## config.mk

```make
export PLATFORM = sky130hd
export DESIGN_NAME = ram_arbiter
export DESIGN_NICKNAME = d
export VERILOG_FILES = /design/src/rtl/ram_arbiter.sv
export SDC_FILE = /design/constraint.sdc
export NUM_CORES = 1
export LEC_CHECK = 0
export ABC_AREA = 1
export CAP_MARGIN = 10
export CORE_AREA = 2 2 91 102
export DETAILED_ROUTE_END_ITERATION = 12
export DIE_AREA = 0 0 93 104
export HOLD_SLACK_MARGIN = 0.15
export PLACE_DENSITY = 0.74
export SYNTH_ARGS = -nofsm -noshare
export SYNTH_HDL_FRONTEND = slang
export SYNTH_SLANG_ARGS = --single-unit
export TNS_END_PERCENT = 5
```

## constraint.sdc

```tcl
create_clock -name clk -period 2.4 [get_ports clk]
set_clock_uncertainty 0.2 [all_clocks]
set_input_delay 0.36 -clock clk [delete_from_list [all_inputs] [get_ports clk]]
set_output_delay 0.36 -clock clk [all_outputs]
set_load 0.02 [all_outputs]
```

## src/rtl/ram_arbiter.sv

```systemverilog
// Three-port arbiter for a single RAM controller port: port 0 has fixed priority, ports 1/2 round-robin,
// bursts are capped while others wait, and read data is routed back by a latency-matched tag pipeline.
module ram_arbiter #(
    parameter int unsigned DATA_W    = 16,
    parameter int unsigned ADDR_W    = 19,
    parameter int unsigned MAX_BURST = 64,
    parameter int unsigned RD_LAT    = 2
) (
    input  logic                clk,
    input  logic                rst_n,
    input  logic [2:0]          req,
    input  logic [2:0]          wen,
    input  logic [3*ADDR_W-1:0] addr,
    input  logic [3*DATA_W-1:0] wdata,
    output logic [2:0]          gnt,
    output logic [2:0]          rvalid,
    output logic [DATA_W-1:0]   rdata,
    output logic [ADDR_W-1:0]   ram_addr,
    output logic [DATA_W-1:0]   ram_wdata,
    output logic                ram_wen,
    output logic                ram_ren,
    input  logic [DATA_W-1:0]   ram_rdata
);

    localparam int unsigned CNT_W = (MAX_BURST > 1) ? $clog2(MAX_BURST) : 1;
    localparam logic [CNT_W-1:0] CNT_MAX = CNT_W'(MAX_BURST - 1);

    typedef enum logic {IDLE, OWN} state_t;

    state_t            state, state_next;
    logic [1:0]        owner, owner_next;
    logic [2:0]        gnt_next;
    logic [CNT_W-1:0]  count, count_next;
    logic              ptr, ptr_next;   // 0: port 1 wins a 1/2 tie, 1: port 2 wins
    logic              xfer, other;
    logic              sel_req, sel_wen;
    logic [ADDR_W-1:0] sel_addr;
    logic [DATA_W-1:0] sel_wdata;
    logic [RD_LAT:0]   pipe_v;
    logic [1:0]        pipe_tag [RD_LAT+1];

    always_comb begin
        sel_req   = req[0];
        sel_wen   = wen[0];
        sel_addr  = addr[0 +: ADDR_W];
        sel_wdata = wdata[0 +: DATA_W];
        case (owner)
            2'd1: begin
                sel_req   = req[1];
                sel_wen   = wen[1];
                sel_addr  = addr[ADDR_W +: ADDR_W];
                sel_wdata = wdata[DATA_W +: DATA_W];
            end
            2'd2: begin
                sel_req   = req[2];
                sel_wen   = wen[2];
                sel_addr  = addr[2*ADDR_W +: ADDR_W];
                sel_wdata = wdata[2*DATA_W +: DATA_W];
            end
            default: ;
        endcase
    end

    assign xfer  = (state == OWN) && sel_req;
    assign other = |(req & ~gnt);

    always_comb begin
        state_next = state;
        gnt_next   = gnt;
        owner_next = owner;
        count_next = count;
        ptr_next   = ptr;
        case (state)
            IDLE: begin
                gnt_next = '0;
                if (|req) begin
                    state_next = OWN;
                    count_next = '0;
                    if (req[0]) begin
                        owner_next = 2'd0;
                    end else if (req[1] && (!req[2] || !ptr)) begin
                        owner_next = 2'd1;
                        ptr_next   = 1'b1;
                    end else begin
                        owner_next = 2'd2;
                        ptr_next   = 1'b0;
                    end
                    gnt_next = 3'b001 << owner_next;
                end
            end
            OWN: begin
                if (!xfer) begin
                    state_next = IDLE;
                    gnt_next   = '0;
                end else if (count == CNT_MAX) begin
                    // saturated count only ends the burst when someone else is waiting
                    if (other) begin
                        state_next = IDLE;
                        gnt_next   = '0;
                    end
                end else begin
                    count_next = count + 1'b1;
                end
            end
            default: begin
                state_next = IDLE;
                gnt_next   = '0;
            end
        endcase
    end

    always_ff @(posedge clk) begin
        if (!rst_n) begin
            state <= IDLE;
            gnt   <= '0;
            owner <= '0;
            count <= '0;
            ptr   <= 1'b0;
        end else begin
            state <= state_next;
            gnt   <= gnt_next;
            owner <= owner_next;
            count <= count_next;
            ptr   <= ptr_next;
        end
    end

    always_ff @(posedge clk) begin
        if (!rst_n) begin
            ram_addr  <= '0;
            ram_wdata <= '0;
            ram_wen   <= 1'b0;
            ram_ren   <= 1'b0;
        end else begin
            ram_wen <= xfer & sel_wen;
            ram_ren <= xfer & ~sel_wen;
            if (xfer) begin
                ram_addr  <= sel_addr;
                ram_wdata <= sel_wdata;
            end
        end
    end

    // stage 0 lines up with ram_ren; stage RD_LAT lines up with ram_rdata
    always_ff @(posedge clk) begin
        if (!rst_n) begin
            pipe_v <= '0;
            for (int unsigned i = 0; i <= RD_LAT; i++) pipe_tag[i] <= '0;
        end else begin
            pipe_v      <= {pipe_v[RD_LAT-1:0], xfer & ~sel_wen};
            pipe_tag[0] <= owner;
            for (int unsigned i = 1; i <= RD_LAT; i++) pipe_tag[i] <= pipe_tag[i-1];
        end
    end

    assign rvalid = pipe_v[RD_LAT] ? (3'b001 << pipe_tag[RD_LAT]) : 3'b000;
    assign rdata  = ram_rdata;

endmodule

```

==> impl_metrics.py <==
metrics = {
    "run_status": {
        "status": "finished, final reports clean",
    },
    "critical_path": {
        "critPathArrivalTime_ns": 1.53,
        "crit_required_ns": 1.84,
        "cp-end-kind": "primary output",
        "worstPathMaxFanout": 2,
        "critical_path_class": "flip-flop to primary output",
        "start_kind": "flip-flop",
    },
    "timing": {
        "min_period_over_period_pct": 87.2,
        "slew_headroom_pct": 72.8,
        "clock.fmax_ghz": 0.478,
        "setup_tns_ns": 0,
        "period_minus_slack_ns": 2.09,
        "hold_violations": 0,
        "whs_ns": 0.215,
        "finalSetupViolations": 0,
        "tightest_slew_ns": 0.408,
        "drv_slew": 0,
        "fin_ws_ns": 0.306,
        "rsz0062_at_grt": "false",
    },
    "die": {
        "core_um2": 8650,
        "die_area_um2": 9670,
        "die_h_um": 104,
        "ios": 188,
        "die_w_um": 93,
        "initial_core_util_pct": 36.3,
        "row_count": 36,
    },
    "synthesis": {
        "synth.area.top_cells": "dfxtp_1, nand2_1, nor2_1",
        "syn-cell-area_um2": 3140,
        "yosysTopAreaCell": "dfxtp_1",
        "yosysSeqAreaShare_pct": 37.0,
        "synth_warnings": 0,
        "synthesis.nets": 601,
        "synth_seq_cells": 58,
        "syn_inst": 469,
        "avgSynthCellArea_um2": 6.70,
        "synthDominantCellAreaShare_pct": 37.0,
        "ys_types": 27,
    },
    "pwr": {
        "p_sw_mw": 0.786,
        "switching_share_pct": 28.7,
        "clockPowerShare_pct": 32.2,
        "p_leak_nw": 2.11,
        "p_seq_share_pct": 39.3,
        "p_per_area_nw_per_um2": 564,
        "internal_power_mw": 1.96,
        "vdd_drop_max_v": 0.000330,
        "p_comb_share_pct": 28.5,
    },
    "cts": {
        "postCtsHoldBufs": 0,
        "clk_path_buf_depth": 2,
        "clk_pin_slew_ns": 0.06,
        "cts_root_buf": "clkbuf_8",
        "cts_made_buffers": 9,
        "cts_max_level": 3,
        "cts_resized": 0,
        "postCtsSetupRepairBufs": 0,
        "cts.sink_count": 58,
        "cts_tree": "yes",
        "clock_latency_ns": 0.32,
    },
    "global_route": {
        "antenna_found_initial": 0,
        "grt.total_usage_pct": 20.8,
        "grt_pass1_wl_mm": 16.2,
        "grt_pass1_vias": 3449,
        "grt_max_degree": 37,
        "grt-ovfl-total": 0,
    },
    "drt": {
        "vias": 3471,
        "antenna_left": 0,
        "drt_iter0_drc": 128,
        "drt_wl_total_mm": 10.1,
        "route.detailed.drc": 0,
        "via_per_inst": 4.81,
        "wl_per_cell_um": 14.0,
        "dr.pass1.iters": 4,
    },
    "place": {
        "dp_hpwl_mm": 7.67,
        "placed_cells": 707,
        "post_dp_cell_area_um2": 4670,
        "place_ws_ns": 0.216,
        "gp_congestion": 0.848,
        "port-buffer-count": 155,
    },
    "finish": {
        "layout_commonest_cell": "clkdlybuf4s50_1",
        "area_delta_synth_final_pct": 54.8,
        "layout-drive-gt1-share_pct": 5.77,
        "num-nets-final": 736,
        "final_cell_mix": "clkdlybuf4s50_1, nand2_1, nor2_1",
        "fin_area_um2": 4860,
        "fin_cells": 721,
        "antenna_cells": 0,
    },
    "run": {
        "cap_violations": 0,
    },
    "min_path": {
        "hold_class": "flip-flop to flip-flop",
    },
}
## metal layers
metal | GRT usage, % | vias to the layer above | part of all wire (%)
met5 | 0 | - | 0
met4 | 6.93 | 0 | 2.0
met3 | 3.62 | 20 | 5.2
met2 | 37.6 | 83 | 52
met1 | 24.4 | 1599 | 40
li1 | - | 1769 | -
## cell families (layout without fill, tap and decap cells)
group	Yosys count	after routing	synth area share, %
and+or+nand+nor	249	249	31.4
DFF	58	58	37.0
adders and majority gates	3	3	1.20
buffers and inverters	70	208	11.3
AOI/OAI and AO/OA	89	89	19.2
## critical path: stages (launching register included)
cell and delay (ns):
dfxtp_1 0.33, inv_1 0.06, nor3b_1 0.19, clkdlybuf4s50_1 0.64
## Yosys cell counts
library cell  count
nand2_1         146
a21oi_2           1
ha_1              3
a21oi_1           9
nor3b_1           2
buf_1             3
nand4_1           1
nor2_1           82
a21oi_4           1
buf_2            14
inv_2             3
o21ai_1          10
nor3_1            1
a21boi_0          2
o22ai_1           1
nand3_2           2
nand2_2           1
inv_1            23
clkinv_1          1
clkbuf_1          6
o21ai_0          29
dfxtp_1          58
a22o_1           35
nand3_1          13
nand2_4           1
buf_4            20
o2bb2ai_1         1
## power groups by stage
stage          registers, mW  logic, mW  clock network [mW]
3_3_place_gp            1.10      0.772                   0
3_5_place_dp            1.10      0.782                   0
4_1_cts                 1.08      0.786               0.905
5_1_grt                 1.09      0.852               0.945
2_1_floorplan           1.17      0.346                   0
6_report                1.08      0.780               0.883
## layout make-up
cell class / count / area (um2)
Multi-Input combinational cell: 341 / 1620
Clock inverter: 3 / 40.0
Fill cell: 831 / 3790
Inverter: 27 / 101
Timing Repair Buffer: 167 / 1640
Tap cell: 114 / 143
Clock buffer: 11 / 151
Sequential cell: 58 / 1160
## through the flow
| stage | total power, mW | util (%) |
|---|---|---|
| 2_1_floorplan | 1.52 | - |
| 3_3_place_gp | 1.87 | 54.0 |
| 3_5_place_dp | 1.88 | 54.0 |
| 4_1_cts | 2.77 | 56.2 |
| 5_1_grt | 2.88 | 56.2 |
| 6_report | 2.74 | 56.2 |
## flip-flops by register name, summed over array words and instances, names as in the netlist
name and count:
ram_addr 19, owner 2, pipe_v 3, state 1
ram_wen 1, gnt 3, pipe_tag 6, ram_wdata 16
count 6, ptr 1
## path summary, 6_finish.rpt
check                           cells past startpoint                        end                      start  slack [ns]
worst max-delay path                                3                  rvalid[2]       pipe_v[2]$_SDFF_PN0_        0.31
worst min-delay path                                2  pipe_tag[0][4]$_SDFF_PN0_  pipe_tag[0][2]$_SDFF_PN0_        0.21
worst max register to register                      8        gnt[2]$_SDFFE_PN0P_      owner[0]$_SDFFE_PN0P_        0.33
worst min register to register                      2  pipe_tag[0][4]$_SDFF_PN0_  pipe_tag[0][2]$_SDFF_PN0_        0.21
(Power assumes the default switching activity.)
